**src/rtl/vga_timing_pkg.sv**
```systemverilog
// Shared raster constants and helpers for the display path.
// Used by the timing generator and by every renderer reading x/y.
package vga_timing_pkg;

    localparam int COORD_W     = 10;
    localparam int COORD_LIMIT = 1 << COORD_W;

    localparam int DEF_CLK_DIV  = 2;
    localparam int DEF_H_ACTIVE = 640;
    localparam int DEF_H_FP     = 16;
    localparam int DEF_H_SYNC   = 96;
    localparam int DEF_H_BP     = 48;
    localparam int DEF_V_ACTIVE = 480;
    localparam int DEF_V_FP     = 10;
    localparam int DEF_V_SYNC   = 2;
    localparam int DEF_V_BP     = 33;

    localparam logic DEF_SYNC_POL = 1'b0;

    typedef logic [COORD_W-1:0] coord_t;

    typedef struct packed {
        logic active;
        logic blank_n;
        logic hsync;
        logic vsync;
        logic line_tick;
        logic frame_tick;
    } vga_ctl_t;

    function automatic int axis_total(
        input int active,
        input int fp,
        input int sync,
        input int bp
    );
        return active + fp + sync + bp;
    endfunction

    function automatic int h_total(
        input int active,
        input int fp,
        input int sync,
        input int bp
    );
        return axis_total(active, fp, sync, bp);
    endfunction

    function automatic int v_total(
        input int active,
        input int fp,
        input int sync,
        input int bp
    );
        return axis_total(active, fp, sync, bp);
    endfunction

    function automatic bit fits_coord(input int total);
        return (total >= 2) && (total <= COORD_LIMIT);
    endfunction

endpackage

```
**src/rtl/vga_axis_counter.sv**
```systemverilog
// One raster axis: wrapping counter with enable, wrap flag and
// decode of the value the counter is about to take.
module vga_axis_counter
    import vga_timing_pkg::*;
#(
    parameter int W          = COORD_W,
    parameter int MAX        = 799,
    parameter int SYNC_START = 656,
    parameter int SYNC_END   = 752,
    parameter int ACTIVE     = 640
) (
    input  logic         clk,
    input  logic         rst,
    input  logic         en,
    output logic [W-1:0] cnt,
    output logic         wrap,
    output logic [W-1:0] nxt,
    output logic         sync_nxt,
    output logic         act_nxt
);

    localparam logic [W-1:0] MAX_V = W'(MAX);
    localparam logic [W:0]   SS_V  = (W+1)'(SYNC_START);
    localparam logic [W:0]   SE_V  = (W+1)'(SYNC_END);
    localparam logic [W:0]   ACT_V = (W+1)'(ACTIVE);

    logic [W:0] nxt_ext;

    assign wrap    = (cnt == MAX_V);
    assign nxt_ext = {1'b0, nxt};

    // Next count: step on enable, fold back to zero after MAX.
    always_comb begin
        nxt = cnt;
        if (en) begin
            if (wrap) begin
                nxt = '0;
            end else begin
                nxt = cnt + 1'b1;
            end
        end
    end

    assign sync_nxt = (nxt_ext >= SS_V) && (nxt_ext < SE_V);
    assign act_nxt  = (nxt_ext < ACT_V);

    // Count register; reset parks on MAX so the first step lands on 0.
    always_ff @(posedge clk or negedge rst) begin
        if (!rst) begin
            cnt <= MAX_V;
        end else begin
            cnt <= nxt;
        end
    end

endmodule

```
**src/rtl/vga_timing_gen.sv**
```systemverilog
// Raster timing source: pixel strobe, x/y, syncs, active flag and
// line/frame ticks, all registered and aligned with x/y.
module vga_timing_gen
    import vga_timing_pkg::*;
#(
    parameter int   CLK_DIV  = DEF_CLK_DIV,
    parameter int   H_ACTIVE = DEF_H_ACTIVE,
    parameter int   H_FP     = DEF_H_FP,
    parameter int   H_SYNC   = DEF_H_SYNC,
    parameter int   H_BP     = DEF_H_BP,
    parameter int   V_ACTIVE = DEF_V_ACTIVE,
    parameter int   V_FP     = DEF_V_FP,
    parameter int   V_SYNC   = DEF_V_SYNC,
    parameter int   V_BP     = DEF_V_BP,
    parameter logic SYNC_POL = DEF_SYNC_POL
) (
    input  logic       clk,
    input  logic       rst,
    output logic       pix_en,
    output logic       vga_clk,
    output logic [9:0] x,
    output logic [9:0] y,
    output logic       active_pixels,
    output logic       hsync,
    output logic       vsync,
    output logic       line_tick,
    output logic       frame_tick,
    output logic       vga_blank_n,
    output logic       vga_sync_n
);

    localparam int H_TOTAL = h_total(H_ACTIVE, H_FP, H_SYNC, H_BP);
    localparam int V_TOTAL = v_total(V_ACTIVE, V_FP, V_SYNC, V_BP);

    localparam int H_SS = H_ACTIVE + H_FP;
    localparam int H_SE = H_SS + H_SYNC;
    localparam int V_SS = V_ACTIVE + V_FP;
    localparam int V_SE = V_SS + V_SYNC;

    localparam int DW = (CLK_DIV > 1) ? $clog2(CLK_DIV) : 1;

    localparam logic [DW-1:0] DIV_LAST = DW'(CLK_DIV - 1);
    localparam logic [DW:0]   DIV_HALF = (DW+1)'(CLK_DIV / 2);

    localparam coord_t V_ACT_C = COORD_W'(V_ACTIVE);

    localparam vga_ctl_t CTL_RST = '{
        active:     1'b0,
        blank_n:    1'b0,
        hsync:      ~SYNC_POL,
        vsync:      ~SYNC_POL,
        line_tick:  1'b0,
        frame_tick: 1'b0
    };

    if (!fits_coord(H_TOTAL)) begin : g_bad_h
        $error("H_TOTAL does not fit the 10-bit coordinate");
    end

    if (!fits_coord(V_TOTAL)) begin : g_bad_v
        $error("V_TOTAL does not fit the 10-bit coordinate");
    end

    if (CLK_DIV < 1) begin : g_bad_div
        $error("CLK_DIV must be at least 1");
    end

    if (V_ACTIVE >= V_TOTAL || H_ACTIVE >= H_TOTAL) begin : g_bad_act
        $error("blanking interval must be non-empty");
    end

    logic [DW-1:0] div_cnt;
    logic [DW-1:0] div_nxt;
    logic          vga_clk_nxt;

    logic   h_wrap;
    logic   h_sync_nxt;
    logic   h_act_nxt;
    coord_t h_nxt;

    logic   v_en;
    logic   v_wrap_unused;
    logic   v_sync_nxt;
    logic   v_act_nxt;
    coord_t v_nxt;

    logic   h_step;
    logic   at_vblank;

    vga_ctl_t ctl_nxt;
    vga_ctl_t ctl_q;

    assign pix_en = (div_cnt == DIV_LAST);

    assign div_nxt     = pix_en ? '0 : div_cnt + 1'b1;
    assign vga_clk_nxt = ({1'b0, div_nxt} >= DIV_HALF);

    // Pixel divider and registered pixel clock.
    always_ff @(posedge clk or negedge rst) begin
        if (!rst) begin
            div_cnt <= '0;
            vga_clk <= 1'b0;
        end else begin
            div_cnt <= div_nxt;
            vga_clk <= vga_clk_nxt;
        end
    end

    vga_axis_counter #(
        .W          (COORD_W),
        .MAX        (H_TOTAL - 1),
        .SYNC_START (H_SS),
        .SYNC_END   (H_SE),
        .ACTIVE     (H_ACTIVE)
    ) u_h (
        .clk      (clk),
        .rst      (rst),
        .en       (pix_en),
        .cnt      (x),
        .wrap     (h_wrap),
        .nxt      (h_nxt),
        .sync_nxt (h_sync_nxt),
        .act_nxt  (h_act_nxt)
    );

    assign h_step = pix_en & h_wrap;
    assign v_en   = h_step;

    vga_axis_counter #(
        .W          (COORD_W),
        .MAX        (V_TOTAL - 1),
        .SYNC_START (V_SS),
        .SYNC_END   (V_SE),
        .ACTIVE     (V_ACTIVE)
    ) u_v (
        .clk      (clk),
        .rst      (rst),
        .en       (v_en),
        .cnt      (y),
        .wrap     (v_wrap_unused),
        .nxt      (v_nxt),
        .sync_nxt (v_sync_nxt),
        .act_nxt  (v_act_nxt)
    );

    assign at_vblank = (v_nxt == V_ACT_C);

    // Decode of the upcoming x/y so the registered flags line up with x/y.
    always_comb begin
        ctl_nxt            = CTL_RST;
        ctl_nxt.active     = h_act_nxt & v_act_nxt;
        ctl_nxt.blank_n    = h_act_nxt & v_act_nxt;
        ctl_nxt.hsync      = h_sync_nxt ? SYNC_POL : ~SYNC_POL;
        ctl_nxt.vsync      = v_sync_nxt ? SYNC_POL : ~SYNC_POL;
        ctl_nxt.line_tick  = h_step;
        ctl_nxt.frame_tick = h_step & at_vblank;
    end

    // Registered control outputs.
    always_ff @(posedge clk or negedge rst) begin
        if (!rst) begin
            ctl_q <= CTL_RST;
        end else begin
            ctl_q <= ctl_nxt;
        end
    end

    assign active_pixels = ctl_q.active;
    assign vga_blank_n   = ctl_q.blank_n;
    assign hsync         = ctl_q.hsync;
    assign vsync         = ctl_q.vsync;
    assign line_tick     = ctl_q.line_tick;
    assign frame_tick    = ctl_q.frame_tick;
    assign vga_sync_n    = 1'b0;

    logic h_nxt_unused;
    assign h_nxt_unused = ^h_nxt;

endmodule

```
**config.mk**
```make
export PLATFORM = sky130hd
export DESIGN_NAME = vga_timing_gen
export DESIGN_NICKNAME = d
export VERILOG_FILES = /design/src/rtl/vga_timing_pkg.sv /design/src/rtl/vga_axis_counter.sv /design/src/rtl/vga_timing_gen.sv
export SDC_FILE = /design/constraint.sdc
export NUM_CORES = 1
export LEC_CHECK = 0
export CAP_MARGIN = 20
export CORE_ASPECT_RATIO = 1.5
export CORE_MARGIN = 2
export CORE_UTILIZATION = 56
export CTS_CLUSTER_SIZE = 25
export DETAILED_ROUTE_END_ITERATION = 8
export PLACE_DENSITY = 0.82
export SLEW_MARGIN = 20
export SYNTH_ARGS = -nofsm -noshare
export SYNTH_HDL_FRONTEND = slang
export SYNTH_HIERARCHICAL = 1
export SYNTH_SLANG_ARGS = --single-unit
```
**constraint.sdc**
```tcl
create_clock -name clk -period 8.2 [get_ports clk]
set_clock_uncertainty 0.15 [all_clocks]
set_input_delay 1.23 -clock clk [delete_from_list [all_inputs] [get_ports clk]]
set_output_delay 1.23 -clock clk [all_outputs]
set_load 0.02 [all_outputs]
```
==> results by group <==
Die
  – Row cnt: 24
  – Die height: 70.4 um
  – Starting density of the core: 57.6%
  – IO Pins: 31
  – Die width: 48.2 um
  – CORE AREA: 2850 um^2
  – Full die area: 3390 um^2

Clocking
  – Post_cts resized: 0
  – H-tree depth: 1
  – CTS Root Cell: clkbuf_8
  – Hold-fix buffers, CTS: 0
  – Clk slew on worst S/H paths: 0.09 ns
  – TritonCTS buffer count: 3
  – Clk sinks: 26
  – Post-CTS Setup Bufs: 0
  – Clk_lat worst skew: 0.27 ns
  – Clk buf depth: 2
  – CTS tree: done

Route
  – Met2 routed WL: 2190 um
  – Antenna Violating Nets Remaining: 0
  – DR vias: 1446
  – Avg WL per Cell: 17.3 um
  – WL met3: 128 um
  – Residual DRC count: 0
  – Highest routed layer: met4
  – M1 WL: 1560 um
  – Iteration-0 DRC count of the detailed router: 43
  – Final wirelength: 3970 um
  – Via-to-Cell Ratio: 6.29
  – TritonRoute pass-1 iters: 4

Setup path
  – Type of origin of the critical path: flop
  – Max incr delay on CP: 0.63 ns
  – Crit. End Element: flop
  – Crit path cell chain: or3b_4, or2_4, nor2_1, and2_1, nand4_1, or4_1, a22oi_2, o21ba_2, and2_1
  – Slowest CP cell: dfstp_2
  – Critical path class: reg -> reg
  – Worst R2R Start: u_h/cnt[4]
  – CP max FO: 13
  – CP Launch Point: u_h/cnt[4]
  – Worst EP arrival: 3.59 ns
  – CP dominant cell by count: and2_1
  – CP required: 8.22 ns

Timing
  – Final period util: 43.5%
  – Hold slack: 0.397 ns
  – Hold Vio Cnt, Final: 0
  – Max_slew headroom: 61.0%
  – Final Critical Period: 3.57 ns
  – Worst Tran Pin Value: 0.571 ns
  – Max Fclk: 280 MHz
  – Setup TNS: 0 ns
  – Setup violations, final: 0
  – Max-slew violation count: 0
  – RSZ-0062 raised after global routing: false

Synthesis
  – Register area share after synthesis: 40.5%
  – Netlist cell types: 60
  – Register bit total from synthesis: 26
  – Largest family of logic cells by synthesized area: simple AND/OR/NAND/NOR gates
  – Share of the synthesized area in the top cell type: 21.3%
  – Post-synth EDFFs: 0
  – Compound-Gate Fraction of Synth Area: 13.6%
  – Post-Synth Adder-Cell Area: 2.28%
  – Mux cell area share after synthesis: 1.90%
  – Simple-gate area share of the yosys netlist: 28.7%
  – Mapped Area: 1640 um^2
  – Syn avg cell area: 9.56 um^2
  – Xor/xnor cell area share of the yosys netlist: 5.86%
  – Post-synth ARST share: 100%
  – Yosys warns: 6
  – Area leader, netlist: dfrtp_1
  – Dominant synthesized flop cell: dfrtp_1
  – Cells after Synth: 172
  – Mapped Nets: 177
  – Synth area leaders: dfrtp_1 21%, dfstp_2 19%, nand2_1 3.4%

Finish
  – Area grow syn2layout: 20.1%
  – Final net count: 197
  – Final Instance Count excl. Fillers: 230
  – Fraction of layout cells with a size suffix above 1: 13.6%
  – Design Area, Final: 1970 um^2
  – ANT cells: 0

Flow run
  – Max_cap viols: 0

Power and ir drop
  – Pwr Density: 121 nW/um^2
  – Peak supply drop: 109 uV
  – Lkg Pwr: 0.738 nW

Global route
  – GR Util All Layers: 26.3%
  – Global-route wire length before repair: 6510 um
  – Initial antenna violation count: 0
  – Largest net degree at the start of global routing: 27
  – Vias in the first global route: 1399
  – GRT overflow: 0

Placed design
  – Port bufs: 29
  – GPL Wtd Cong: 0.920
  – Placed cell areas: 1900 um^2
  – Placed cells: 226
  – DP HPWL: 2930 um

Hold path
  – Worst hold path class: reg -> reg
  – Start point of the worst min-delay path: u_h/cnt[2]

Outcome
  – Status: finished, final reports clean
[stage by stage]
stage	util (%)	power (W)	setup slack [ns]
after floorplan	-	0.000132	5.03
after global placement	66.7	0.000134	4.73
after detailed placement	66.7	0.000134	4.67
after CTS	69.2	0.000240	4.66
after global routing	69.2	0.000246	4.45
final	69.2	0.000238	4.63
[layout by cell type, fill, tap and decap left out, types with 2 or more instances in the layout]
cell type / synthesis / final
nor4_1: 3 / 3
ha_1: 3 / 3
nor4b_1: 2 / 2
nand3_1: 8 / 8
xor2_1: 6 / 6
inv_1: 7 / 7
o22ai_1: 2 / 2
o31ai_1: 3 / 3
nor3_1: 6 / 6
o21bai_1: 2 / 2
dfstp_2: 12 / 12
nand2b_1: 2 / 2
a21oi_1: 2 / 2
clkdlybuf4s50_1: 0 / 29
a41oi_1: 2 / 2
nor4bb_1: 2 / 2
and2_1: 5 / 5
clkbuf_8: 0 / 3
or4_1: 2 / 2
and4_1: 2 / 2
mux2i_1: 2 / 2
o21ba_2: 2 / 2
o21ai_0: 2 / 2
xnor2_1: 5 / 5
nor3b_1: 2 / 2
dfrtp_1: 14 / 14
nor2_1: 9 / 9
and3_1: 2 / 2
nand2_1: 15 / 15
nand4_1: 5 / 5
nand4b_1: 2 / 2
[sequential cells by signal (all words and copies together) (netlist names)]
| register | flops |
|---|---|
| u_h/cnt | 10 |
| u_v/cnt | 10 |
| active_pixels | 1 |
| frame_tick | 1 |
| hsync | 1 |
| line_tick | 1 |
| pix_en | 1 |
| vsync | 1 |
[worst paths after layout]
check | cells past startpoint | slack, ns | end
min | 1 | 0.40 | u_h/cnt[2]
max | 9 | 4.63 | active_pixels
max reg2reg | 9 | 4.63 | active_pixels
min reg2reg | 1 | 0.40 | u_h/cnt[2]
max in group asynchronous | 2 | 6.43 | u_h/cnt[9]
min in group asynchronous | 2 | 1.17 | u_v/cnt[6]
[logic make-up after synthesis]
group | after synthesis
mux | 3
fa+ha+maj | 3
xor+xnor | 11
compound gates | 29
other cells | 1
flops | 26
buf+inv | 22
simple gates | 77
[layout make-up]
cell class	instances	area, um^2
Clock buffer	3	41.3
Clock inverter	1	30.0
Fill cell	226	878
Inverter	7	26.3
Multi-Input combinational cell	124	865
Sequential cell	26	666
Tap cell	39	48.8
Timing Repair Buffer	30	298
[layer usage]
layer	up-vias	global-route usage (%)
met4	0	11.1
li1	665	-
met5	-	0
met2	54	44.4
met3	14	2.84
met1	713	31.3
[where the power goes]
group	total, W	switching [W]	internal [W]
Clock	0.000106	0.0000407	0.0000653
Combinational	0.00000357	0.00000284	0.000000730
Sequential	0.000128	0	0.000128
Total	0.000238	0.0000435	0.000194
[cells in the mapped netlist (3+ instances only)]
library cell and count:
nand4_1 5, dfstp_2 12, nor3_1 6, clkbuf_1 3, buf_4 4, and2_1 5, xor2_1 6, buf_2 5
dfrtp_1 14, xnor2_1 5, nor2_1 9, ha_1 3, o31ai_1 3, inv_1 7, nand3_1 8, nor4_1 3
nand2_1 15
[worst max-delay path, delay by kind of cell, from the launching register on]
family           cells  cell delay (ns)
flip-flops           1             0.63
AO/OA/AOI/OAI        2             0.39
AND/OR/NAND/NOR      7             2.29
Note: power is estimated with default switching activity, not from simulation.
